--- src/rtl/onehot_chk_mon.sv ---
`default_nettype none
// ============================================================================
//  Module   : onehot_chk_mon
//  Purpose  : Registered multi-channel one-hot checker / monitor. Each valid
//             beat carries NCH vectors of DW bits. Produces a per-channel
//             one-hot verdict and set-bit index one cycle later, plus
//             accumulated error statistics (sticky flags, saturating beat
//             counter, first-error capture).
//  Revision : 1.0  initial release
// ----------------------------------------------------------------------------
//  Ports
//    clk_i             in   1              clock, rising edge
//    rst_ni            in   1              asynchronous active-low reset
//    valid_i           in   1              data_i beat valid
//    data_i            in   NCH*DW         channel c at [c*DW +: DW]
//    clr_i             in   1              synchronous clear of statistics
//    valid_o           out  1              verdict valid (valid_i delayed 1)
//    is_onehot_o       out  NCH            per-channel one-hot verdict
//    index_o           out  NCH*IW         set-bit index, 0 if not one-hot
//    err_sticky_o      out  NCH            channel failed since reset/clear
//    err_cnt_o         out  CNT_W          failing-beat count, saturating
//    first_err_vld_o   out  1              first-error capture holds data
//    first_err_ch_o    out  $clog2(NCH)+1  lowest failing channel of 1st bad beat
//    first_err_data_o  out  DW             that channel's raw vector
// ============================================================================
module onehot_chk_mon #(
  parameter int DW    = 8,
  parameter int NCH   = 4,
  parameter int MODE  = 0,
  parameter int CNT_W = 16
) (
  input  logic                              clk_i,
  input  logic                              rst_ni,
  input  logic                              valid_i,
  input  logic [NCH*DW-1:0]                 data_i,
  input  logic                              clr_i,
  output logic                              valid_o,
  output logic [NCH-1:0]                    is_onehot_o,
  output logic [NCH*$clog2(DW)-1:0]         index_o,
  output logic [NCH-1:0]                    err_sticky_o,
  output logic [CNT_W-1:0]                  err_cnt_o,
  output logic                              first_err_vld_o,
  output logic [$clog2(NCH):0]              first_err_ch_o,
  output logic [DW-1:0]                     first_err_data_o
);

  localparam int IW = $clog2(DW);
  localparam int PW = $clog2(DW + 1);
  localparam int CW = $clog2(NCH) + 1;

  typedef enum logic [0:0] {
    ST_IDLE = 1'b0,
    ST_CAPT = 1'b1
  } state_t;

  logic [NCH-1:0]    w_fail;
  logic [NCH-1:0]    w_onehot;
  logic [NCH*IW-1:0] w_index;
  logic              w_any_fail;
  logic [CW-1:0]     w_low_ch;
  logic [DW-1:0]     w_low_data;
  logic              w_capture;
  state_t            w_state_nxt;

  state_t            r_state;
  logic              r_valid;
  logic [NCH-1:0]    r_onehot;
  logic [NCH*IW-1:0] r_index;
  logic [NCH-1:0]    r_sticky;
  logic [CNT_W-1:0]  r_cnt;
  logic [CW-1:0]     r_fe_ch;
  logic [DW-1:0]     r_fe_data;

  // Per-channel popcount and set-bit position
  for (genvar c = 0; c < NCH; c++) begin : g_ch
    logic [DW-1:0] w_vec;
    logic [PW-1:0] w_pop;
    logic [IW-1:0] w_pos;

    assign w_vec = data_i[c*DW +: DW];

    // w_pos ends up at the highest set bit; only used when exactly one is set
    always_comb begin
      w_pop = '0;
      w_pos = '0;
      for (int b = 0; b < DW; b++) begin
        w_pop = w_pop + PW'(w_vec[b]);
        if (w_vec[b]) w_pos = IW'(b);
      end
    end

    assign w_onehot[c]          = (w_pop == PW'(1));
    assign w_fail[c]            = (MODE == 0) ? (w_pop != PW'(1)) : (w_pop > PW'(1));
    assign w_index[c*IW +: IW]  = w_onehot[c] ? w_pos : '0;
  end

  assign w_any_fail = valid_i & (|w_fail);

  // Lowest failing channel: scan downward so the last hit is the lowest index
  always_comb begin
    w_low_ch   = '0;
    w_low_data = '0;
    for (int c = NCH - 1; c >= 0; c--) begin
      if (w_fail[c]) begin
        w_low_ch   = CW'(c);
        w_low_data = data_i[c*DW +: DW];
      end
    end
  end

  // First-error capture FSM: clear has priority over a same-cycle failure
  always_comb begin
    w_state_nxt = r_state;
    w_capture   = 1'b0;
    if (clr_i) begin
      w_state_nxt = ST_IDLE;
    end else begin
      case (r_state)
        ST_IDLE: begin
          if (w_any_fail) begin
            w_state_nxt = ST_CAPT;
            w_capture   = 1'b1;
          end
        end
        ST_CAPT: w_state_nxt = ST_CAPT;
        default: w_state_nxt = ST_IDLE;
      endcase
    end
  end

  always_ff @(posedge clk_i or negedge rst_ni) begin
    if (!rst_ni) begin
      r_state <= ST_IDLE;
    end else begin
      r_state <= w_state_nxt;
    end
  end

  always_ff @(posedge clk_i or negedge rst_ni) begin
    if (!rst_ni) begin
      r_valid   <= 1'b0;
      r_onehot  <= '0;
      r_index   <= '0;
      r_sticky  <= '0;
      r_cnt     <= '0;
      r_fe_ch   <= '0;
      r_fe_data <= '0;
    end else begin
      r_valid <= valid_i;
      // Verdict is produced even for a beat that coincides with clr_i
      if (valid_i) begin
        r_onehot <= w_onehot;
        r_index  <= w_index;
      end
      if (clr_i) begin
        r_sticky  <= '0;
        r_cnt     <= '0;
        r_fe_ch   <= '0;
        r_fe_data <= '0;
      end else begin
        if (valid_i) begin
          r_sticky <= r_sticky | w_fail;
        end
        if (w_any_fail && !(&r_cnt)) begin
          r_cnt <= r_cnt + CNT_W'(1);
        end
        if (w_capture) begin
          r_fe_ch   <= w_low_ch;
          r_fe_data <= w_low_data;
        end
      end
    end
  end

  assign valid_o          = r_valid;
  assign is_onehot_o      = r_onehot;
  assign index_o          = r_index;
  assign err_sticky_o     = r_sticky;
  assign err_cnt_o        = r_cnt;
  assign first_err_vld_o  = (r_state == ST_CAPT);
  assign first_err_ch_o   = r_fe_ch;
  assign first_err_data_o = r_fe_data;

endmodule
`default_nettype wire

--- config.mk ---
export PLATFORM = sky130hd
export DESIGN_NAME = onehot_chk_mon
export DESIGN_NICKNAME = d
export VERILOG_FILES = /design/src/rtl/onehot_chk_mon.sv
export SDC_FILE = /design/constraint.sdc
export NUM_CORES = 1
export LEC_CHECK = 0
export BUFFER_PORTS_ARGS = -buffer_cell sky130_fd_sc_hd__buf_4
export CAP_MARGIN = 25
export CORE_MARGIN = 4
export CORE_UTILIZATION = 50
export DETAILED_ROUTE_END_ITERATION = 12
export PLACE_DENSITY = 0.75
export SYNTH_ARGS = -nofsm -noshare
export SYNTH_HDL_FRONTEND = slang
export SYNTH_SLANG_ARGS = --single-unit
--- constraint.sdc ---
create_clock -name clk_i -period 4.3 [get_ports clk_i]
set_input_delay 0.645 -clock clk_i [delete_from_list [all_inputs] [get_ports clk_i]]
set_output_delay 0.645 -clock clk_i [all_outputs]
set_load 0.02 [all_outputs]
==> impl_metrics.toml, run 1 <==
[status]
outcome = "complete, no violations"

[logic_synthesis]
synth_top_area_share_pct = 34.58
synth_async_sr_flop_share_pct = 100.0
synth_compound_area_share_pct = 22.62
ys.flop_type = "dfrtp_1"
syn_inst = 378
yosysWarnings = 0
yosys-mux-area-fraction_pct = 1.477
synth_top_family_by_area = "compound AO/OA/AOI/OAI gates"
synth.largest_area_cell = "dfrtp_1"
yosysMostFrequentCell = "inv_1"
synth_fa_ha_area_share_pct = 13.90
synth_enable_flop_cells = 0
syn_avg_cell_area_sq_um = 9.189
ys_types = 59
synth_fp_nets = 443
synth_seq_cells = 48
synth-simple-area-share_pct = 17.65
ys_seq_area_share_pct = 34.58
synthTopCellsByCount = "64 x inv_1, 48 x dfrtp_1, 34 x a21oi_1"
synth_xor_xnor_area_share_pct = 0
netlist_top_cells_area = "dfrtp_1 35%, fa_1 9.2%, inv_1 6.9%"
syn_area_sq_um = 3473

[critical_path]
worstPathRequired_ps = 4490
reg2reg_slack_ps = 1930
end_kind = "register"
crit_top_cell = "fa_1"
max_stage_delay_ps = 550
worstSetupStartpointType = "input port"
path_max_fanout = 7
crit_type = "input port to register"
cp_data_arrival_time_ps = 4490
worstPathCellList = "buf_6, inv_4, fa_1, fa_1, fa_1, inv_1, ha_2, inv_2, fa_1, and4b_2, a21oi_4, o41ai_4, buf_6, buf_12, nor4_2, mux2_4"
crit_path_top_delay_cell = "fa_1"

[grt]
grt_pass1_wl_mm = 15.18
antenna_found_initial = 0
overflow = 0
grt_max_degree = 49
grt_usage_pct = 22.14
grt_pass1_vias = 3179

[cts]
clkSinkCount = 48
tritoncts = "yes"
cts_buffers = 5
clk_pin_slew_ps = 90
cts_max_path_buffers = 2
clock_latency_ps = 300
clock-root-buffer = "clkbuf_8"
h-tree-depth = 2
cts_hold_buf = 0

[layout]
antenna_cells = 0
drive_above_1_share_pct = 32.92
post-route-util_pct = 68.20
design_area_sq_um = 4608
area_growth_syn_to_layout_pct = 32.67
final_nets = 549

[floorplanning]
die_x_um = 91.35
design.core.area_sq_um = 6756
num_rows = 30
fp.dieArea_sq_um = 8344
io_pins = 85
initial_core_util_pct = 51.41
dieHeight_um = 91.35

[sta]
final.setup.tns_ps = 0
finalHoldViolCount = 0
setup_viol = 0
rsz0062_at_grt = "yes"
finalCriticalPeriod_ps = 4299
skew_ps = 11.37
worst_slack_ps = 1.208
slew_viol_final = 0
worst_pin_slew_ps = 827.2
fmax_mhz = 232.6
relSlewSlack_pct = 44.44
finalCritPeriodShare_pct = 99.97

[routing]
dr.pass1.iters = 5
ant_nets = 0
drt_iter0_markers = 160
routed_via_density = 5.979
drt-total-wl_mm = 9.734
drc_errors = 0
wl_per_cell_um = 17.29
vias = 3366

[pwr]
p_leak_nw = 2.259
p_per_area_nw_per_um2 = 361.3
ir_drop_mv = 0.2435
design_power_total_mw = 1.665

[placed_design]
port_buffers = 83
gp_congestion = 0.8966
dp.final_hpwl_mm = 6.976
post_dp_cell_area_sq_um = 4329
place_ws_ps = -249.1

[hold_path]
hold_class = "input port to asynchronous set/reset pin"

[run]
maxCapViolCount = 0
## sequential cells by signal, summed over array words and instances, names as in the netlist
register,count
err_cnt_o,16
index_o,12
first_err_data_o,8
err_sticky_o,4
is_onehot_o,4
first_err_ch_o,2
first_err_vld_o,1
valid_o,1
## cell type report
cell class	instances	area, sq um
clock buffers	5	68.82
clock inverters	1	30.03
fillers	530	2148
inverters	64	245.2
multi-input cells	249	2004
flip-flops and latches	48	1201
well taps	80	100.1
repair buffers	116	958.4
## kinds of logic after synthesis
group                    Yosys count
AO/OA/AOI/OAI                    107
adder cells (fa/ha/maj)           29
buffers and inverters             81
flip-flops                        48
multiplexers                       4
other                              1
AND/OR/NAND/NOR                  108
## metrics by stage
stage / hold slack, ps / instances
2_1_floorplan: 349.4 / 378
3_3_place_gp: 467.5 / 550
3_5_place_dp: 475.7 / 550
4_1_cts: 376.9 / 556
5_1_grt: 400.0 / 563
6_report: 345.8 / 563
## routing by layer
metal | GRT usage, % | wire length (um)
met3 | 3.811 | 665
met2 | 37.03 | 4780
met1 | 28.91 | 3937
met5 | 0 | 0
met4 | 7.789 | 351
## cells in the final DEF, fill, tap and decap left out, types with 5 or more instances in the layout
cell type / count
a21o_1: 7
a21oi_1: 31
a221o_1: 7
a311oi_1: 7
buf_4: 107
clkbuf_8: 5
dfrtp_1: 48
fa_1: 16
ha_1: 10
inv_1: 56
inv_2: 6
nand2_1: 19
nand3_1: 15
nor2_1: 26
nor2b_1: 5
nor3_1: 7
o21ai_0: 14
o31ai_1: 5
## power breakdown
group | total, mW | switching (mW) | internal [mW]
Combinational | 0.799 | 0.456 | 0.344
Clock | 0.320 | 0.153 | 0.167
Sequential | 0.545 | 0.0351 | 0.510
Total | 1.66 | 0.644 | 1.02
## final timing paths
path / startpoint / to / cells after the start
setup reg to reg: err_cnt_o[7] / err_cnt_o[8] / 5
min in group clk_i: index_o[11] / index_o[11] / 1
setup / recovery: data_i[8] / err_cnt_o[10] / 16
hold reg to reg: index_o[11] / index_o[11] / 1
max in group asynchronous: rst_ni / first_err_data_o[2] / 1
hold / removal: rst_ni / index_o[5] / 1
## what timing repair did
action	in CTS	in global routing
resized for setup	0	28
setup buffers	0	4
setup endpoints to repair	0	14
## critical path: cells and delay by family
kind                       cells  cell delay (ps)
adders and majority gates      5             2150
AOI/OAI and AO/OA              2              250
muxes                          1              320
and+or+nand+nor                2              580
buffers and inverters          6              530
No activity file was read; power rests on OpenSTA's default activity.
==> run 2, diff against run 1 <==
==> constraint.sdc (replaced) <==
create_clock -name clk_i -period 4.3 [get_ports clk_i]
set_input_delay 0.86 -clock clk_i [delete_from_list [all_inputs] [get_ports clk_i]]
set_output_delay 0.86 -clock clk_i [all_outputs]
set_load 0.02 [all_outputs]
==> run 2 against run 1 <==
Sequential cell count stayed put. Highest routed layer unchanged. Power increased by 7.7%. Non-clock buffer count increased by 13. Largest power group unchanged. Combinational power grew 20%. Final cell count up 2.5%. Clock skew down 4.3 ps. Critical endpoint is now err_cnt_o[8]. The run now ends with setup timing left. First-iteration DRC count increased by 70%. Core utilization rose by 3.1 points. Fmax is 2.1% lower. Die area unchanged.
==> impl_metrics.toml, run 2 (same netlist as run 1, synthesis figures left out) <==
[status]
outcome = "finished with violations"
violations = "setup timing"

[sta]
setup_viol = 14
relSlewSlack_pct = 38.19
rsz0062_at_grt = "yes"
fmax_mhz = 227.8
finalHoldViolCount = 0
slew_viol_final = 0
worst_slack_ps = -90.65
worst_pin_slew_ps = 920.2
finalCritPeriodShare_pct = 102.1
final.setup.tns_ps = -694.7
finalCriticalPeriod_ps = 4391
hold_slack_ps = 499.1
skew_ps = 7.105

[grt]
overflow = 0
grt_pass1_vias = 3290
grt_usage_pct = 22.98
antenna_found_initial = 0
grt_max_degree = 49
grt_pass1_wl_mm = 15.57

[critical_path]
worstSetupStartpointType = "input port"
crit_type = "input port to register"
crit_path_top_delay_cell = "fa_1"
end_kind = "register"
cp_data_arrival_time_ps = 4580
worstPathRequired_ps = 4490
cp.buffers_inverters = 5
cp_top_family = "adder cells"
max_stage_delay_ps = 550
worstPathCellList = "buf_8, inv_8, fa_1, fa_1, fa_1, inv_1, ha_2, inv_2, fa_1, nand4bb_1, o21a_2, o41ai_4, buf_12, nor4b_4, mux2_4"
path_max_fanout = 24
crit_top_cell = "fa_1"

[floorplanning]
initial_core_util_pct = 51.41
design.core.area_sq_um = 6756
fp.dieArea_sq_um = 8344
dieHeight_um = 91.35
die_x_um = 91.35
io_pins = 85
num_rows = 30

[run]
maxCapViolCount = 0

[pwr]
ir_drop_mv = 0.1822
p_leak_nw = 2.323
p_per_area_nw_per_um2 = 371.9

[layout]
design_area_sq_um = 4821
fillers = 510
seq_area_sq_um = 1201
drive_above_1_share_pct = 37.22
multi_input_area_sq_um = 2102
post-route-util_pct = 71.35
final_common_cell = "buf_4"
final_nets = 562
area_growth_syn_to_layout_pct = 38.80
layout_common_cells = "112 x buf_4, 52 x inv_1, 48 x dfrtp_1, 32 x a21oi_1, 23 x nor2_1"
largest_register_ffs = 16
antenna_cells = 0

[cts]
clk_pin_slew_ps = 90
clock_latency_ps = 300
clock-root-buffer = "clkbuf_8"
h-tree-depth = 2
tritoncts = "yes"
cts_max_path_buffers = 2
clkSinkCount = 48
cts_buffers = 5

[placed_design]
dp.final_hpwl_mm = 7.339
place_ws_ps = -467.6
post_dp_cell_area_sq_um = 4449
port_buffers = 83
gp_congestion = 0.9025

[routing]
drt-total-wl_mm = 10.19
wl_per_cell_um = 17.66
drc_errors = 0
routed_via_density = 5.964
ant_nets = 0
met3_length_um = 705
vias = 3441
drt_iter0_markers = 272
highest_layer = "met4"
drt-met1-wl_mm = 4.274
dr.pass1.iters = 5
dr_wl_met2_mm = 4.962

[hold_path]
hold_class = "register to register"
==> run 2: cell types whose count changed in the layout (fill, tap and decap cells not counted), moves of 3 or more <==
cell	delta
buf_8	+3
nor2_1	-3
buf_6	+6
a311oi_2	+4
nor2_2	+3
inv_1	-4
a311oi_1	-4
buf_4	+5
==> run 2: worst paths after layout <==
check / startpoint / end / slack (ps) / cells past startpoint
worst min register to register: index_o[2] / index_o[2] / 500 / 1
worst max-delay path: data_i[16] / err_cnt_o[8] / -90 / 15
worst max register to register: err_cnt_o[0] / err_cnt_o[10] / 1840 / 6
max in group asynchronous: rst_ni / err_sticky_o[2] / 3320 / 1
min in group asynchronous: rst_ni / err_cnt_o[10] / 570 / 1
worst min-delay path: index_o[2] / index_o[2] / 500 / 1
==> run 2: routing by layer <==
layer  track usage (%)  vias to the layer above
li1                  -                     1579
met1             30.88                     1655
met2             38.93                      170
met3             4.225                       37
met4             4.648                        0
met5                 0                        -
==> run 2: report_power, final <==
part	internal, mW	switching, mW	total, mW
Clock	0.129	0.157	0.286
Sequential	0.510	0.0383	0.548
Combinational	0.442	0.516	0.958
==> run 2: timing repair <==
item,in CTS,in global routing
pin swaps,0,15
endpoints found under the setup margin,14,25
resized for setup,11,36
hold buffers,0,0
setup buffers,0,10
gates cloned,0,3
==> run 2: area by class of cell <==
type	count	share of cell area (%)
clock buffers	6	1.713
clock inverters	1	0.1817
repair buffers	129	22.16
inverters	64	5.346
flip-flops and latches	48	24.92
well taps	80	2.076
multi-input cells	249	43.60
==> run 2: worst register-to-register path, stage by stage (launching register included) <==
cell,delay (ps)
dfrtp_1,410
ha_1,240
nand3_1,120
or2_1,400
nor4_4,750
nor4_4,110
mux2_4,320
==> run 2: metrics by stage <==
step,std cells,power (mW)
after CTS,564,1.642
after global placement,557,1.324
after global routing,577,1.886
after detailed placement,557,1.351
final,577,1.793
after floorplan,378,1.017
==> run 3, diff against run 2 <==
Settings changed: PLACE_DENSITY 0.75 to 0.81, REMOVE_ABC_BUFFERS set to 1.
==> run 3 against run 2 <==
The run still ends with setup timing left. Sequential share of layout area grew 0.27 points. Routed wire length shrank 2.8%. Sequential cell count unchanged. Via count is 1.2% lower. Largest power group unchanged. Clock power is 40% higher. Register-to-register slack gained 80 ps. Die area stayed put. Count of clock-buffer cells in the layout down 1. Core utilization shrank 0.76 points. Worst setup slack worse by 3.0 ps.
==> impl_metrics.toml, run 3 (same netlist as run 1, synthesis figures left out) <==
[status]
outcome = "finished with violations"
violations = "setup timing"

[grt]
grt_max_degree = 49
grt_pass1_wl_mm = 15.21
overflow = 0
antenna_found_initial = 0
grt_usage_pct = 22.29
grt_pass1_vias = 3182

[sta]
setup_viol = 17
rsz0062_at_grt = "yes"
finalCriticalPeriod_ps = 4394
fmax_mhz = 227.6
relSlewSlack_pct = 42.99
finalCritPeriodShare_pct = 102.2
slew_viol_final = 0
final.setup.tns_ps = -1091
finalHoldViolCount = 0
worst_slack_ps = -93.63
worst_pin_slew_ps = 848.7
skew_ps = 7.537

[routing]
dr.pass1.iters = 4
drt_iter0_markers = 171
vias = 3401
drt-met1-wl_mm = 4.090
drt-total-wl_mm = 9.904
met3_length_um = 579
routed_via_density = 5.915
ant_nets = 0
dr_wl_met2_mm = 5.013
wl_per_cell_um = 17.22
highest_layer = "met4"
drc_errors = 0

[critical_path]
path_max_fanout = 12
cp-startpoint = "data_i[0]"
worstPathRequired_ps = 4550
crit_type = "input port to register"
reg2reg_depth = 6
cp_top_family = "adder cells"
cp.depth = 15
cp.buffers_inverters = 5
crit_top_cell = "fa_1"
crit_path_top_delay_cell = "fa_1"
cp_data_arrival_time_ps = 4640
r2r_start = "err_cnt_o[0]"
end_kind = "register"
worstPathCellList = "buf_4, inv_1, fa_1, fa_1, fa_1, inv_1, ha_1, inv_1, fa_1, and4b_2, a21oi_4, o41ai_4, buf_12, or4_1, a21oi_2"
max_stage_delay_ps = 550
worstSetupStartpointType = "input port"

[layout]
largest_register_ffs = 16
fillers = 504
final_nets = 559
final_common_cell = "buf_4"
drive_above_1_share_pct = 35.56
seq_area_sq_um = 1201
final_cells = 575
antenna_cells = 0
layout_common_cells = "118 x buf_4, 59 x inv_1, 48 x dfrtp_1, 31 x a21oi_1, 26 x nor2_1"
area_growth_syn_to_layout_pct = 37.32
multi_input_area_sq_um = 2082

[pwr]
design_power_total_mw = 1.836
switchingPower_uw = 693.3
p_leak_nw = 2.317
ir_drop_mv = 0.2058
p_int_mw = 1.143
clkPwrFrac_pct = 21.7
swShare_pct = 37.76
seqPwrFrac_pct = 29.8
p_comb_share_pct = 48.5
p_per_area_nw_per_um2 = 385.0

[placed_design]
port_buffers = 83
dp.final_hpwl_mm = 6.876
place_ws_ps = -409.4
gp_congestion = 0.9541
place_inst = 552

[floorplanning]
fp.dieArea_sq_um = 8344
die_x_um = 91.35
num_rows = 30
dieHeight_um = 91.35
io_pins = 85
design.core.area_sq_um = 6756
initial_core_util_pct = 51.41

[run]
maxCapViolCount = 0

[cts]
h-tree-depth = 2
cts_max_path_buffers = 2
cts_hold_buf = 0
cts_buffers = 5
clock_latency_ps = 310
tritoncts = "yes"
clkSinkCount = 48
clk_pin_slew_ps = 100
clock-root-buffer = "clkbuf_8"

[hold_path]
min_delay_path_depth = 1
hold_start = "index_o[11]"
hold_class = "register to register"
-- run 3: cell count changes in the layout (fill, tap and decap cells not counted), sizes merged --
| cell | change |
|---|---|
| clkbuf | -1 |
| inv | +1 |
| buf | -3 |
| clkinv | -1 |
| bufinv | +2 |
-- run 3: routing by layer --
layer,GRT usage [%],vias up
li1,-,1580
met1,28.40,1675
met2,38.20,122
met3,3.977,24
met4,7.412,0
met5,0,-
-- run 3: cell type report --
class,count,area share [%]
inverter,64,5.089
timing repair buffer,126,21.09
multi-input combinational,249,43.65
sequential,48,25.18
clock inverter,3,1.443
clock buffer,5,1.443
tap,80,2.099
-- run 3: what timing repair did --
| item | in CTS | in global routing |
|---|---|---|
| buffers inserted | 0 | 14 |
| resized for setup | 9 | 34 |
| pin swaps | 0 | 17 |
| endpoints found under the setup margin | 18 | 24 |
| cloned | 0 | 1 |
-- run 3: worst paths after layout --
kind / end / slack, ps
setup / recovery: err_cnt_o[4] / -90
max in group asynchronous: index_o[7] / 3330
hold reg to reg: index_o[11] / 490
hold / removal: index_o[11] / 490
setup reg to reg: err_cnt_o[8] / 1920
min in group asynchronous: err_cnt_o[14] / 550
-- run 3: worst register-to-register path, delay by kind of cell, from the launching register on --
family,cells,cell delay [ps]
muxes,1,320
DFF,1,430
adders and majority gates,1,230
and+or+nand+nor,4,1290
-- run 3: power by group through the flow --
stage / Combinational [mW] / Sequential, mW / Clock (mW)
after CTS: 0.756 / 0.547 / 0.408
after global routing: 0.964 / 0.554 / 0.427
after detailed placement: 0.741 / 0.555 / 0
after floorplan: 0.351 / 0.624 / 0
final: 0.891 / 0.547 / 0.399
after global placement: 0.718 / 0.554 / 0
-- run 3: stage by stage --
| stage | util (%) | area (sq um) | hold slack (ps) |
|---|---|---|---|
| detailed placement | 64.00 | 4324 | 474.9 |
| floorplan | - | 3378 | 564.4 |
| global placement | 64.00 | 4324 | 468.0 |
| CTS | 66.54 | 4496 | 496.6 |
| global route | 70.59 | 4770 | 520.6 |
| finish | 70.59 | 4770 | 493.5 |
